--- src/rtl/sample_averager_pkg.sv ---
// sample_averager_pkg: definitions shared by the sample_averager files.
//   state_t       - 2-bit FSM state encoding for the averager handshake
//   LOG2N_DEFAULT - default log2 of the averaging window length
package sample_averager_pkg;

    typedef enum logic [1:0] {
        S_IN_WAIT  = 2'd0,
        S_IN_ACK   = 2'd1,
        S_OUT_WAIT = 2'd2,
        S_OUT_ACK  = 2'd3
    } state_t;

    localparam int LOG2N_DEFAULT = 2;

endpackage : sample_averager_pkg

--- src/rtl/sample_averager_if.sv ---
// sample_averager_if: groups the upstream sample handshake and the downstream
// result handshake of sample_averager.
//   data_in  [7:0] - sample from upstream, valid while dav_in_ = 0
//   dav_in_        - upstream data-valid, active low
//   rfd_in         - ready-for-data to upstream, active high
//   avg      [7:0] - window mean
//   peak     [7:0] - window maximum
//   dav_out_       - result-valid to downstream, active low
//   rfd_out        - downstream ready-for-data, active high
// Modports: slave = the averager, master = the partner driving its inputs.
interface sample_averager_if;

    logic [7:0] data_in;
    logic       dav_in_;
    logic       rfd_in;
    logic [7:0] avg;
    logic [7:0] peak;
    logic       dav_out_;
    logic       rfd_out;

    modport master (
        output data_in, dav_in_, rfd_out,
        input  rfd_in, avg, peak, dav_out_
    );

    modport slave (
        input  data_in, dav_in_, rfd_out,
        output rfd_in, avg, peak, dav_out_
    );

endinterface : sample_averager_if

--- src/rtl/sample_averager_max_2.sv ---
// max_2: unsigned 8-bit maximum of two operands.
//   a, b [7:0] - operands
//   y    [7:0] - larger of a and b
// The choice is made from the borrow of a - b, the same way the minimum
// selector upstream picks its operand.
module max_2 (
    input  logic [7:0] a,
    input  logic [7:0] b,
    output logic [7:0] y
);

    logic [8:0] diff;
    logic       borrow;

    assign diff   = {1'b0, a} - {1'b0, b};
    assign borrow = diff[8];

    // When a < b, a - (a - b) wraps back to b; otherwise a is kept.
    assign y = a - (borrow ? diff[7:0] : 8'd0);

endmodule : max_2

--- src/rtl/sample_averager.sv ---
// sample_averager: accumulates 2^LOG2N samples taken over a dav_/rfd
// handshake and presents the window mean and peak on a second dav_/rfd
// handshake. Upstream is held off while a result is pending.
//   clock - single clock, rising edge
//   reset - synchronous, active high
//   bus   - sample_averager_if.slave (sample in, result out)
//
// state      | meaning
// S_IN_WAIT  | rfd_in high, waiting for dav_in_ low to take a sample
// S_IN_ACK   | sample taken, waiting for dav_in_ to return high
// S_OUT_WAIT | result offered (dav_out_ low), waiting for rfd_out low
// S_OUT_ACK  | result taken, waiting for rfd_out high before next window
module sample_averager
    import sample_averager_pkg::*;
#(
    parameter int LOG2N = LOG2N_DEFAULT
) (
    input  logic              clock,
    input  logic              reset,
    sample_averager_if.slave  bus
);

    state_t             state;
    logic [7+LOG2N:0]   sum;
    logic [LOG2N-1:0]   count;
    logic [7:0]         max_r;
    logic [7:0]         max_next;
    logic               rfd_in_r;
    logic               dav_out_r;
    logic [7:0]         avg_r;
    logic [7:0]         peak_r;

    max_2 u_max_2 (
        .a (max_r),
        .b (bus.data_in),
        .y (max_next)
    );

    always_ff @(posedge clock) begin
        if (reset) begin
            state     <= S_IN_WAIT;
            sum       <= '0;
            count     <= '0;
            max_r     <= '0;
            rfd_in_r  <= 1'b1;
            dav_out_r <= 1'b1;
            avg_r     <= '0;
            peak_r    <= '0;
        end else begin
            case (state)
                S_IN_WAIT: begin
                    if (!bus.dav_in_) begin
                        sum      <= sum + {{LOG2N{1'b0}}, bus.data_in};
                        max_r    <= max_next;
                        count    <= count + LOG2N'(1);
                        rfd_in_r <= 1'b0;
                        state    <= S_IN_ACK;
                    end
                end
                S_IN_ACK: begin
                    if (bus.dav_in_) begin
                        // count wraps to zero exactly when the window is full
                        if (count == '0) begin
                            avg_r     <= sum[7+LOG2N:LOG2N];
                            peak_r    <= max_r;
                            dav_out_r <= 1'b0;
                            state     <= S_OUT_WAIT;
                        end else begin
                            rfd_in_r  <= 1'b1;
                            state     <= S_IN_WAIT;
                        end
                    end
                end
                S_OUT_WAIT: begin
                    if (!bus.rfd_out) begin
                        dav_out_r <= 1'b1;
                        state     <= S_OUT_ACK;
                    end
                end
                S_OUT_ACK: begin
                    if (bus.rfd_out) begin
                        sum      <= '0;
                        max_r    <= '0;
                        rfd_in_r <= 1'b1;
                        state    <= S_IN_WAIT;
                    end
                end
                default: state <= S_IN_WAIT;
            endcase
        end
    end

    assign bus.rfd_in   = rfd_in_r;
    assign bus.dav_out_ = dav_out_r;
    assign bus.avg      = avg_r;
    assign bus.peak     = peak_r;

endmodule : sample_averager
--- src/flat_wrapper.sv ---
// flat-port wrapper written by rule: the top's interface ports become plain ports
module sample_averager_flat import sample_averager_pkg::*;
#(
    parameter int LOG2N = LOG2N_DEFAULT
)
  (clock, reset, bus_data_in, bus_dav_in_, bus_rfd_out, bus_rfd_in, bus_avg, bus_peak, bus_dav_out_);
  sample_averager_if bus_i ();
  input  logic clock;
  input  logic reset;
  input wire logic [$bits(bus_i.data_in)-1:0] bus_data_in;
  input wire logic [$bits(bus_i.dav_in_)-1:0] bus_dav_in_;
  input wire logic [$bits(bus_i.rfd_out)-1:0] bus_rfd_out;
  output wire logic [$bits(bus_i.rfd_in)-1:0] bus_rfd_in;
  output wire logic [$bits(bus_i.avg)-1:0] bus_avg;
  output wire logic [$bits(bus_i.peak)-1:0] bus_peak;
  output wire logic [$bits(bus_i.dav_out_)-1:0] bus_dav_out_;
  assign bus_i.data_in = bus_data_in;
  assign bus_i.dav_in_ = bus_dav_in_;
  assign bus_i.rfd_out = bus_rfd_out;
  assign bus_rfd_in = bus_i.rfd_in;
  assign bus_avg = bus_i.avg;
  assign bus_peak = bus_i.peak;
  assign bus_dav_out_ = bus_i.dav_out_;
  sample_averager #(.LOG2N(LOG2N)) u_core (.clock(clock), .reset(reset), .bus(bus_i));
endmodule
--- config.mk ---
export PLATFORM = sky130hd
export DESIGN_NAME = sample_averager_flat
export DESIGN_NICKNAME = d
export VERILOG_FILES = /design/src/rtl/sample_averager_pkg.sv /design/src/rtl/sample_averager_if.sv /design/src/rtl/sample_averager_max_2.sv /design/src/rtl/sample_averager.sv /design/src/flat_wrapper.sv
export SDC_FILE = /design/constraint.sdc
export NUM_CORES = 1
export LEC_CHECK = 0
export ABC_CLOCK_PERIOD_IN_PS = 3900
export BUFFER_PORTS_ARGS = -buffer_cell sky130_fd_sc_hd__buf_2
export CAP_MARGIN = 10
export CORE_AREA = 2 2 71 107
export DETAILED_ROUTE_END_ITERATION = 7
export DIE_AREA = 0 0 73 109
export GPL_ROUTABILITY_DRIVEN = 0
export GPL_TIMING_DRIVEN = 0
export HOLD_SLACK_MARGIN = 0.1
export PLACE_DENSITY_LB_ADDON = 0.25
export SLEW_MARGIN = 0
export SYNTH_ARGS = -nofsm -noshare
export SYNTH_HDL_FRONTEND = slang
export SYNTH_SLANG_ARGS = --single-unit
export TNS_END_PERCENT = 30
--- constraint.sdc ---
create_clock -name clock -period 3.9 [get_ports clock]
set_input_delay 0.195 -clock clock [delete_from_list [all_inputs] [get_ports clock]]
set_output_delay 0.195 -clock clock [all_outputs]
set_load 0.05 [all_outputs]
==> results.sh <==
export IMPL_finalHoldViolCount=0
export IMPL_worstPathRequired_ps=4100
export IMPL_antenna_violation_net_count_after_detailed_routing=0
export IMPL_dp_hpwl_um=4340
export IMPL_p_int_w=0.00103
export IMPL_die_y_um=109
export IMPL_synth_ff_type="sky130_fd_sc_hd__dfxtp_1"
export IMPL_final_util=0.384
export IMPL_floorplan_die_width_um=73
export IMPL_wl_per_cell_um=13.5
export IMPL_ctsLongestPathBuffers=2
export IMPL_unrepaired_setup_endpoints_after_global_routing="false"
export IMPL_synth_enable_flop_cells=0
export IMPL_grt_usage=0.150
export IMPL_drt_pre_antenna_iters=4
export IMPL_ys_seq_elements=40
export IMPL_clkTransAtPathRegs_ps=70
export IMPL_hold_fix_buffers_at_cts=0
export IMPL_synthArstFlopShare=0
export IMPL_floorplan_die_area_um2=7960
export IMPL_complex_gate_fraction_of_the_synthesized_area=0.206
export IMPL_synth_simple_gate_area_share=0.195
export IMPL_layout_worst_path_cycle_share=0.915
export IMPL_synth_cell_type_count=43
export IMPL_xor_and_xnor_area_share_after_synthesis=0.0733
export IMPL_cts_setup_buffers=0
export IMPL_worst_setup_ep_type="register"
export IMPL_synth_top_family_by_area="compound AO/OA/AOI/OAI gates"
export IMPL_route_met2_wl_um=2860
export IMPL_minimum_period_implied_by_the_final_worst_setup_slack_ps=3570
export IMPL_skew_ps=8.11
export IMPL_max_cap_violations=0
export IMPL_sequential_cell_area_um2=801
export IMPL_clockRootBuffer="sky130_fd_sc_hd__clkbuf_8"
export IMPL_critical_path_max_fanout=8
export IMPL_synth_adder_area_share=0.145
export IMPL_drt_vias_per_instance=5.07
export IMPL_layout_drive_gt1_share=0.137
export IMPL_worst_ir_drop_vdd_mv=0.204
export IMPL_first_drt_iteration_drcs=34
export IMPL_grt_start_max_net_pins=13
export IMPL_cts_tree="done"
export IMPL_post_cts_resized=0
export IMPL_met3_wirelength_um=120
export IMPL_power_combinational_fraction=0.531
export IMPL_initial_utilization=0.338
export IMPL_dp_slack_ps=326
export IMPL_route_vias_total=2032
export IMPL_cp_cell_sequence="inv_1, ha_1, inv_1, fa_1, a21o_1, nand4_1, a31oi_4, nor2_4, nand2_1, ha_1, a21oi_1, o21ai_0, nor3_1, a21oi_2, xnor2_1, a211oi_1, a31o_1"
export IMPL_place_detailed_instances=393
export IMPL_hold_path_class="in -> reg"
export IMPL_final_nets=358
export IMPL_number_of_global_route_vias_before_repair=2001
export IMPL_fillers=751
export IMPL_cts_htree_levels=2
export IMPL_synth_cells=285
export IMPL_worst_path_max_delay_cell="sky130_fd_sc_hd__fa_1"
export IMPL_antenna_diode_count=0
export IMPL_critical_path_class="reg -> reg"
export IMPL_synthesized_netlist_net_count=323
export IMPL_route_final_wire_length_um=5420
export IMPL_clock_sink_count=40
export IMPL_layout_area_overhead_vs_synth_pct=13.9
export IMPL_netlist_area_um2=2390
export IMPL_port_buffers=28
export IMPL_grt_ovfl_total=0
export IMPL_grt_first_pass_wirelength_um=9130
export IMPL_cts_made_buffers=5
export IMPL_max_slew_worst_pin_slew_ps=1080
export IMPL_worst_path_dominant_cell_family="compound AO/OA/AOI/OAI gates"
export IMPL_dr_max_layer_used="met4"
export IMPL_worst_setup_path_start_kind="register"
export IMPL_power_density_nw_per_um2=631
export IMPL_netSwitchingPower_w=0.000684
export IMPL_worstPathBufferInverterCount=2
export IMPL_total_leakage_power_nw=1.23
export IMPL_switching_power_share_of_the_total=0.398
export IMPL_timing_critical_path_arrival_ps=3770
export IMPL_number_of_i_o_pins=30
export IMPL_multi_input_area_um2=1480
export IMPL_drc_errors=0
export IMPL_drv_slew=0
export IMPL_synth_area_mux_share=0
export IMPL_setup_viol=0
export IMPL_m1WireLength_um=2270
export IMPL_fin_cells=401
export IMPL_core_region_area_um2=7080
export IMPL_yosysWarnings=0
export IMPL_placement_rows=38
export IMPL_status="completed"
export IMPL_yosysSeqAreaShare=0.335
export IMPL_clock_insertion_delay_worst_skew_ps=300
export IMPL_worst_hold_slack_ps=189
export IMPL_fin_ws_ps=330
export IMPL_max_freq_ghz=0.280
export IMPL_clock_power_share=0.169
export IMPL_critical_path_max_stage_delay_ps=390
export IMPL_seqPwrFrac=0.300
export IMPL_worst_rel_slew_slack=0.277
export IMPL_synth_avg_cell_area_um2=8.39
export IMPL_totalNegativeSetupSlack_ps=0
export IMPL_number_of_antenna_violations_at_the_first_check_in_global_routing=0
[cell usage after synthesis, drive strengths merged, types with 3 or more instances]
cell | n | area (um^2)
ha | 23 | 288
xnor2 | 15 | 131
nor4 | 3 | 33.8
nand2 | 48 | 180
dfxtp | 40 | 801
nor2b | 4 | 25.0
fa | 3 | 60.1
a21oi | 36 | 184
and3 | 3 | 23.8
o21ai | 4 | 20.0
xor2 | 5 | 43.8
inv | 19 | 71.3
a21o | 7 | 52.6
a22o | 6 | 52.6
clkbuf | 10 | 37.5
nand2b | 3 | 18.8
nor2 | 17 | 71.3
nand3 | 7 | 35.0
a22oi | 6 | 45.0
[path summary, 6_finish.rpt]
path                                          from                  to  slack [ps]  cells after the start
worst min-delay path                bus_data_in[0]     u_core.max_r[0]         190                      3
worst max-delay path               u_core.max_r[0]     u_core.max_r[7]         330                     17
worst max register to register     u_core.max_r[0]     u_core.max_r[7]         330                     17
worst min register to register  u_core.bus.peak[5]  u_core.bus.peak[5]         450                      2
[through the flow]
stage / power [W] / instance area [um^2]
after detailed placement: 0.00144 / 2630
after floorplan: 0.00128 / 2390
final: 0.00172 / 2720
after global routing: 0.00188 / 2720
after global placement: 0.00143 / 2630
after CTS: 0.00174 / 2720
[placed cells by master (no fill, tap or decap), types with 4 or more instances in the layout]
cell,synthesis,layout
sky130_fd_sc_hd__nand2_1,48,48
sky130_fd_sc_hd__dfxtp_1,40,40
sky130_fd_sc_hd__a21oi_1,35,35
sky130_fd_sc_hd__buf_2,0,28
sky130_fd_sc_hd__ha_1,23,23
sky130_fd_sc_hd__inv_1,19,19
sky130_fd_sc_hd__nor2_1,16,16
sky130_fd_sc_hd__xnor2_1,15,15
sky130_fd_sc_hd__clkbuf_1,10,10
sky130_fd_sc_hd__nand3_1,7,7
sky130_fd_sc_hd__a21o_1,7,7
sky130_fd_sc_hd__a22o_1,6,6
sky130_fd_sc_hd__a22oi_1,6,6
sky130_fd_sc_hd__clkbuf_8,0,6
sky130_fd_sc_hd__xor2_1,5,5
sky130_fd_sc_hd__nor2b_1,4,4
[worst register-to-register path: cells and delay by family (launching register included)]
| family | cells | cell delay [ps] |
|---|---|---|
| xor+xnor | 1 | 200 |
| buf+inv | 2 | 140 |
| simple gates | 4 | 710 |
| compound gates | 7 | 1160 |
| flops | 1 | 370 |
| fa+ha+maj | 3 | 900 |
[power groups by stage]
stage	combinational (W)	clock, W	sequential (W)
2_1_floorplan	0.000754	0	0.000526
3_3_place_gp	0.000901	0	0.000524
3_5_place_dp	0.000917	0	0.000525
4_1_cts	0.000920	0.000300	0.000515
5_1_grt	0.00104	0.000315	0.000526
6_report	0.000911	0.000291	0.000515
[sequential cells by signal, indices dropped and copies added (netlist names), named ones only]
| signal | flops |
|---|---|
| u_core.bus.avg | 8 |
| u_core.bus.dav_out_ | 1 |
| u_core.bus.peak | 8 |
| u_core.bus.rfd_in | 1 |
| u_core.count | 2 |
| u_core.max_r | 8 |
| u_core.state | 1 |
| u_core.sum | 10 |
[kinds of logic (layout without fill, tap and decap cells)]
group	Yosys count	count (layout)
flops	40	40
xor+xnor	20	20
simple gates	97	97
fa+ha+maj	26	26
buf+inv	29	65
compound gates	73	73
[layer usage]
metal,GRT usage,vias to the layer above
li1,-,1060
met1,0.158,928
met2,0.277,32
met3,0.0231,12
met4,0.0807,0
met5,0,-
[cell type report]
type,instances,share of cell area
Clock buffer,6,0.0303
Timing Repair Buffer,28,0.0514
Multi-Input combinational cell,216,0.544
Buffer,10,0.0138
Tap cell,80,0.0367
Sequential cell,40,0.294
Inverter,19,0.0262
Clock inverter,2,0.00367
Note: power is estimated with default switching activity, not from simulation.
